## config.mk

```make
export PLATFORM = sky130hd
export DESIGN_NAME = seq_frame_tx_flat
export DESIGN_NICKNAME = d
export VERILOG_FILES = /design/src/rtl/seq_frame_tx_if.sv /design/src/rtl/seq_frame_tx.sv /design/src/flat_wrapper.sv
export SDC_FILE = /design/constraint.sdc
export NUM_CORES = 1
export LEC_CHECK = 0
export ABC_AREA = 1
export CAP_MARGIN = 30
export CORE_UTILIZATION = 50
export CTS_BUF_LIST = sky130_fd_sc_hd__clkbuf_16
export DETAILED_ROUTE_END_ITERATION = 6
export PLACE_DENSITY = 0.75
export REMOVE_ABC_BUFFERS = 1
export SLEW_MARGIN = 20
export SYNTH_ARGS = -nofsm -noshare
export SYNTH_HDL_FRONTEND = slang
export SYNTH_SLANG_ARGS = --single-unit
```

## constraint.sdc

```tcl
create_clock -name clk -period 1.18 [get_ports clk]
set_input_delay 0.118 -clock clk [delete_from_list [all_inputs] [get_ports clk]]
set_output_delay 0.118 -clock clk [all_outputs]
set_load 0.02 [all_outputs]
```

## src/rtl/seq_frame_tx_if.sv

```systemverilog
`default_nettype none
// ============================================================================
//  Module   : seq_frame_tx_if
//  Brief    : Frame-request / serial-output bundle of seq_frame_tx.
//             Optional macro SEQ_FRAME_TX_CHECK_EN adds det_in / chk_err.
//  Revision : 1.0 - initial release
// ============================================================================
interface seq_frame_tx_if #(
  parameter int LEN_W = 4
) ();

  logic             start;
  logic [LEN_W-1:0] len;
  logic             outp;
  logic             frm_rst;
  logic             busy;
  logic             done;
`ifdef SEQ_FRAME_TX_CHECK_EN
  logic             det_in;
  logic             chk_err;
`endif

`ifdef SEQ_FRAME_TX_CHECK_EN
  // Control side: requests frames, observes the line and the checker verdict
  modport master (
    output start, len, det_in,
    input  outp, frm_rst, busy, done, chk_err
  );

  // Generator side
  modport slave (
    input  start, len, det_in,
    output outp, frm_rst, busy, done, chk_err
  );
`else
  // Control side: requests frames and observes the line
  modport master (
    output start, len,
    input  outp, frm_rst, busy, done
  );

  // Generator side
  modport slave (
    input  start, len,
    output outp, frm_rst, busy, done
  );
`endif

endinterface
`default_nettype wire

```

## src/rtl/seq_frame_tx.sv

```systemverilog
`default_nettype none
// ============================================================================
//  Module   : seq_frame_tx
//  Brief    : Serial frame generator for the 2-bit sequence detectors.
//             Emits a one-cycle detector reset strobe, a single 0 header bit,
//             len ones, then holds the line idle-high.
//             Optional macro SEQ_FRAME_TX_CHECK_EN adds a sticky acceptance
//             checker sampling the detector output after each frame.
//  Revision : 1.0 - initial release
// ============================================================================
module seq_frame_tx #(
  parameter int LEN_W = 4
) (
  input  logic          clk,
  input  logic          rst,
  seq_frame_tx_if.slave bus
);

  localparam logic [2:0] c_IDLE = 3'd0;
  localparam logic [2:0] c_SYNC = 3'd1;
  localparam logic [2:0] c_HDR  = 3'd2;
  localparam logic [2:0] c_RUN  = 3'd3;
  localparam logic [2:0] c_DONE = 3'd4;

  localparam logic [LEN_W-1:0] c_CNT_LAST = LEN_W'(1);

  logic [2:0]       r_state;
  logic [2:0]       w_state_nxt;
  logic [LEN_W-1:0] r_len_q;
  logic [LEN_W-1:0] r_cnt;
  logic             r_outp;
  logic             r_frm_rst;
  logic             r_busy;
  logic             r_done;
  logic             w_outp_nxt;
  logic             w_frm_rst_nxt;
  logic             w_busy_nxt;
  logic             w_done_nxt;
  logic             w_accept;

  // A zero-length request is dropped here, so the run counter never wraps
  assign w_accept = (r_state == c_IDLE) && bus.start && (bus.len != '0);

  // State register
  always_ff @(posedge clk or posedge rst) begin
    if (rst) begin
      r_state <= c_IDLE;
    end else begin
      r_state <= w_state_nxt;
    end
  end

  // Next-state logic
  always_comb begin
    w_state_nxt = r_state;
    case (r_state)
      c_IDLE:  if (w_accept) w_state_nxt = c_SYNC;
      c_SYNC:  w_state_nxt = c_HDR;
      c_HDR:   w_state_nxt = c_RUN;
      c_RUN:   if (r_cnt == c_CNT_LAST) w_state_nxt = c_DONE;
      c_DONE:  w_state_nxt = c_IDLE;
      default: w_state_nxt = c_IDLE;
    endcase
  end

  // Output decode of the upcoming state, so outputs can be flopped in step
  always_comb begin
    w_outp_nxt    = 1'b1;
    w_frm_rst_nxt = 1'b0;
    w_busy_nxt    = 1'b0;
    w_done_nxt    = 1'b0;
    case (w_state_nxt)
      c_SYNC: begin
        w_frm_rst_nxt = 1'b1;
        w_busy_nxt    = 1'b1;
      end
      c_HDR: begin
        w_outp_nxt = 1'b0;
        w_busy_nxt = 1'b1;
      end
      c_RUN: begin
        w_busy_nxt = 1'b1;
      end
      c_DONE: begin
        w_busy_nxt = 1'b1;
        w_done_nxt = 1'b1;
      end
      default: begin
        w_outp_nxt = 1'b1;
      end
    endcase
  end

  // Output flops: every output leaves the block straight from a register
  always_ff @(posedge clk or posedge rst) begin
    if (rst) begin
      r_outp    <= 1'b1;
      r_frm_rst <= 1'b0;
      r_busy    <= 1'b0;
      r_done    <= 1'b0;
    end else begin
      r_outp    <= w_outp_nxt;
      r_frm_rst <= w_frm_rst_nxt;
      r_busy    <= w_busy_nxt;
      r_done    <= w_done_nxt;
    end
  end

  // Length capture on accept and run-length down-counter
  always_ff @(posedge clk or posedge rst) begin
    if (rst) begin
      r_len_q <= '0;
      r_cnt   <= '0;
    end else begin
      if (w_accept) begin
        r_len_q <= bus.len;
      end
      if (r_state == c_HDR) begin
        r_cnt <= r_len_q;
      end else if (r_state == c_RUN) begin
        r_cnt <= r_cnt - c_CNT_LAST;
      end
    end
  end

  assign bus.outp    = r_outp;
  assign bus.frm_rst = r_frm_rst;
  assign bus.busy    = r_busy;
  assign bus.done    = r_done;

`ifdef SEQ_FRAME_TX_CHECK_EN
  logic r_chk_arm;
  logic r_chk_err;

  // Sticky acceptance check in the cycle after DONE; a fresh sample taken
  // together with a new accept replaces the old verdict instead of being lost
  always_ff @(posedge clk or posedge rst) begin
    if (rst) begin
      r_chk_arm <= 1'b0;
      r_chk_err <= 1'b0;
    end else begin
      r_chk_arm <= (r_state == c_DONE);
      if (r_chk_arm) begin
        r_chk_err <= (w_accept ? 1'b0 : r_chk_err) | ~bus.det_in;
      end else if (w_accept) begin
        r_chk_err <= 1'b0;
      end
    end
  end

  assign bus.chk_err = r_chk_err;
`endif

endmodule
`default_nettype wire

```

## src/flat_wrapper.sv

```systemverilog
// flat-port wrapper written by rule: the top's interface ports become plain ports
module seq_frame_tx_flat 
#(
  parameter int LEN_W = 4
)
  (clk, rst, bus_start, bus_len, bus_outp, bus_frm_rst, bus_busy, bus_done);
  seq_frame_tx_if #(.LEN_W(LEN_W)) bus_i ();
  input  logic clk;
  input  logic rst;
  input wire logic [$bits(bus_i.start)-1:0] bus_start;
  input wire logic [$bits(bus_i.len)-1:0] bus_len;
  output wire logic [$bits(bus_i.outp)-1:0] bus_outp;
  output wire logic [$bits(bus_i.frm_rst)-1:0] bus_frm_rst;
  output wire logic [$bits(bus_i.busy)-1:0] bus_busy;
  output wire logic [$bits(bus_i.done)-1:0] bus_done;
  assign bus_i.start = bus_start;
  assign bus_i.len = bus_len;
  assign bus_outp = bus_i.outp;
  assign bus_frm_rst = bus_i.frm_rst;
  assign bus_busy = bus_i.busy;
  assign bus_done = bus_i.done;
  seq_frame_tx #(.LEN_W(LEN_W)) u_core (.clk(clk), .rst(rst), .bus(bus_i));
endmodule
```

==> impl_results.md <==
* Non-filler cells, final at 111
* Psw at 954.4 uW
* Antenna violations before repair at 0
* Clock root cell: clkbuf_16
* Synthesis-stage register bit count at 15
* Avg WL per Cell at 11.84 um
* Post-route fraction of the period consumed by the critical path at 91.12%
* Minimum clock period at 1.075 ns
* Startpoint Class: flop
* Classification of the worst setup path: flop to flop
* Data required, critical path at 1.30 ns
* Count of standard-cell rows at 13
* Worst-case clock skew at 0.001202 ns
* Number of setup buffers added after CTS at 0
* Via count of the first global-routing pass at 518
* Post-Synthesis Mean Instance Area at 8.867 um^2
* Clock share of power at 26.2%
* Maximum number of pins on one net before global-route repair at 11
* Tot GR Track Use at 21.66%
* Weighted congestion reported at the end of routability-driven placement at 0.6900
* Critical path capture point type: flop
* Final number of hold-violating endpoints at 0
* Buffers on Ports at 10
* Vias post-DR at 535
* Worst slew margin relative to its limit at 82.53%
* Netlist cell types at 15
* Buffer levels on the longest clock path at 2
* Crit path arrival time at 1.20 ns
* Average via count per standard cell at 4.820
* Commonest cells after routing, fill and taps aside: 27 x nand2_1, 14 x dfrtp_1, 11 x nand3_1
* Setup-violating endpoint count in the final report at 0
* Maximum vdd drop at 0.001380 V
* Height of the chip at 39.90 um
* Post-synthesis cell count at 81
* Actual slew at the worst max-slew pin at 0.2618 ns
* Die area at 0.001592 mm^2
* Maximum fanout along the worst path at 3
* Leading cell type in the layout, fill and taps excluded: nand2_1
* Post-detailed-route count of antenna-violating nets at 0
* Combinational cell fraction of total power at 37.5%
* Achievable frequency at 930.1 MHz
* Clock transition at the registers of the reported paths at 0.05 ns
* Number of buffers inserted during clock tree synthesis at 3
* Wire length of the first global-routing pass at 2.180 mm
* Overflow left after global routing at 0
* Initial Util at 54.51%
* DRT iter0 DRCs at 4
* CORE AREA at 0.001318 mm^2
* Die width at 39.90 um
* Placed wire-length estimate after detailed placement at 932 um
* Max Cap Violations at 0
* Htree depth at 1
* Warnings from Yosys at 0
* Relative area change from synthesis to final layout at 29.09%
* Clk_lat worst skew at 0.24 ns
* Worst hold-check path type: input pin to asynchronous set/reset pin
* Area of the mapped netlist at 718.2 um^2
* Setup repair after global routing missed its margin: yes
* Placed cell count at 107
* Slew Limit Fails at 0
* Power density normalized to cell area at 2684 mW/mm^2
* Cell Int Power at 1.534 mW
* Ports placed on the boundary at 11
* Final antenna diode count at 0
* Fraction of layout cells with a size suffix above 1 at 16.67%
* Placed cell areas at 857.1 um^2
* DRC Markers at 0
* Sequential share of the synthesized area at 52.44%
* Share of power burned in registers at 36.3%
* Run status: finished, final reports clean
* Post-layout instance area at 927.1 um^2
* Drt total wl at 1.314 mm
* LEAKAGE at 0.5011 nW
* Detailed-router iteration count before antenna repair at 2
* Slack of the worst reg-to-reg path at 0.10 ns
* Number of nets in the final layout at 106
* CTS Sinks at 15
* Clock tree from TritonCTS: done
* Switching share of total power at 38.35%
critical path: stages, from the launching register on:
cell and delay, ns:
dfrtp_1 0.40, inv_1 0.09, ha_1 0.14, nand3_1 0.11, nand2_1 0.13, nand3_1 0.08
cell type report:
class	count	area, um^2
repair buffers	11	111.4
fillers	99	390.4
well taps	15	18.77
inverters	9	36.28
multi-input cells	57	305.3
flip-flops and latches	15	376.6
clock buffers	3	75.07
clock inverters	1	3.754
sequential cells by signal, indices dropped and copies added, names as in the netlist:
name / count
u_core.r_cnt: 4
u_core.r_len_q: 4
u_core.r_state: 3
u_core.bus.busy: 1
u_core.bus.done: 1
u_core.bus.frm_rst: 1
u_core.bus.outp: 1
synthesized netlist by cell type:
master   number  area, um^2
nand2_1      27       101.4
dfrtp_1      14       350.3
nand3_1      11       55.05
inv_1         6       22.52
nor2_1        6       22.52
nand2_4       4       45.04
ha_1          2       25.02
inv_2         2       7.510
nor2_2        2       12.51
nor3_1        2       10.01
a21oi_1       1       5.000
dfstp_2       1       26.28
inv_4         1       6.260
nor2_8        1       20.02
xor2_1        1       8.760
cell families (layout without fill, tap and decap cells):
| logic type | Yosys count | count (layout) | share of synthesized area, % |
|---|---|---|---|
| xor gates and xnor gates | 1 | 1 | 1.220 |
| buffers and inverters | 9 | 24 | 5.053 |
| DFF | 15 | 15 | 52.44 |
| and+or+nand+nor | 53 | 53 | 37.11 |
| AOI/OAI and AO/OA | 1 | 1 | 0.6962 |
| adders and majority gates | 2 | 2 | 3.484 |
power by group through the flow:
stage	sequential, mW	clock (mW)	combinational [mW]
floorplan	0.932	0	0.659
global placement	0.902	0	0.916
detailed placement	0.908	0	0.949
CTS	0.905	0.653	0.952
global route	0.929	0.679	1.04
finish	0.904	0.652	0.933
timing repair:
| item | CTS | global route |
|---|---|---|
| endpoints found under the setup margin | 4 | 2 |
| resized for setup | 5 | 1 |
| hold buffers | 0 | 0 |
| endpoints found under the hold margin | 0 | 0 |
through the flow:
stage / hold slack (ns) / util, % / total power [mW] / setup TNS, ns / setup WS [ns]
CTS: 0.1077 / 70.75 / 2.511 / 0 / 0.01334
detailed placement: 0.3630 / 65.05 / 1.857 / -0.02770 / -0.02770
floorplan: 0.01876 / - / 1.591 / 0 / 0.2079
finish: 0.09968 / 70.37 / 2.489 / 0 / 0.1048
global route: 0.1659 / 70.37 / 2.652 / -0.00003519 / -0.00003519
global placement: 0.3589 / 65.05 / 1.818 / -0.01729 / -0.01729
metal layers:
metal	global-route usage [%]	part of all wire, %
met1	25.62	45
met2	37.50	53
met3	3.409	1.7
met4	10.34	0.61
met5	0	0
path summary, 6_finish.rpt:
path                            cells past startpoint                 to         startpoint
worst min-delay path                                2  u_core.r_state[1]                rst
max in group asynchronous                           3    u_core.r_cnt[0]                rst
min in group clk                                    3  u_core.r_len_q[3]         bus_len[3]
worst max-delay path                                5    u_core.bus.busy    u_core.r_cnt[1]
worst min register to register                      2  u_core.r_len_q[1]  u_core.r_len_q[1]
worst max register to register                      5    u_core.bus.busy    u_core.r_cnt[1]
(Power assumes the default switching activity.)
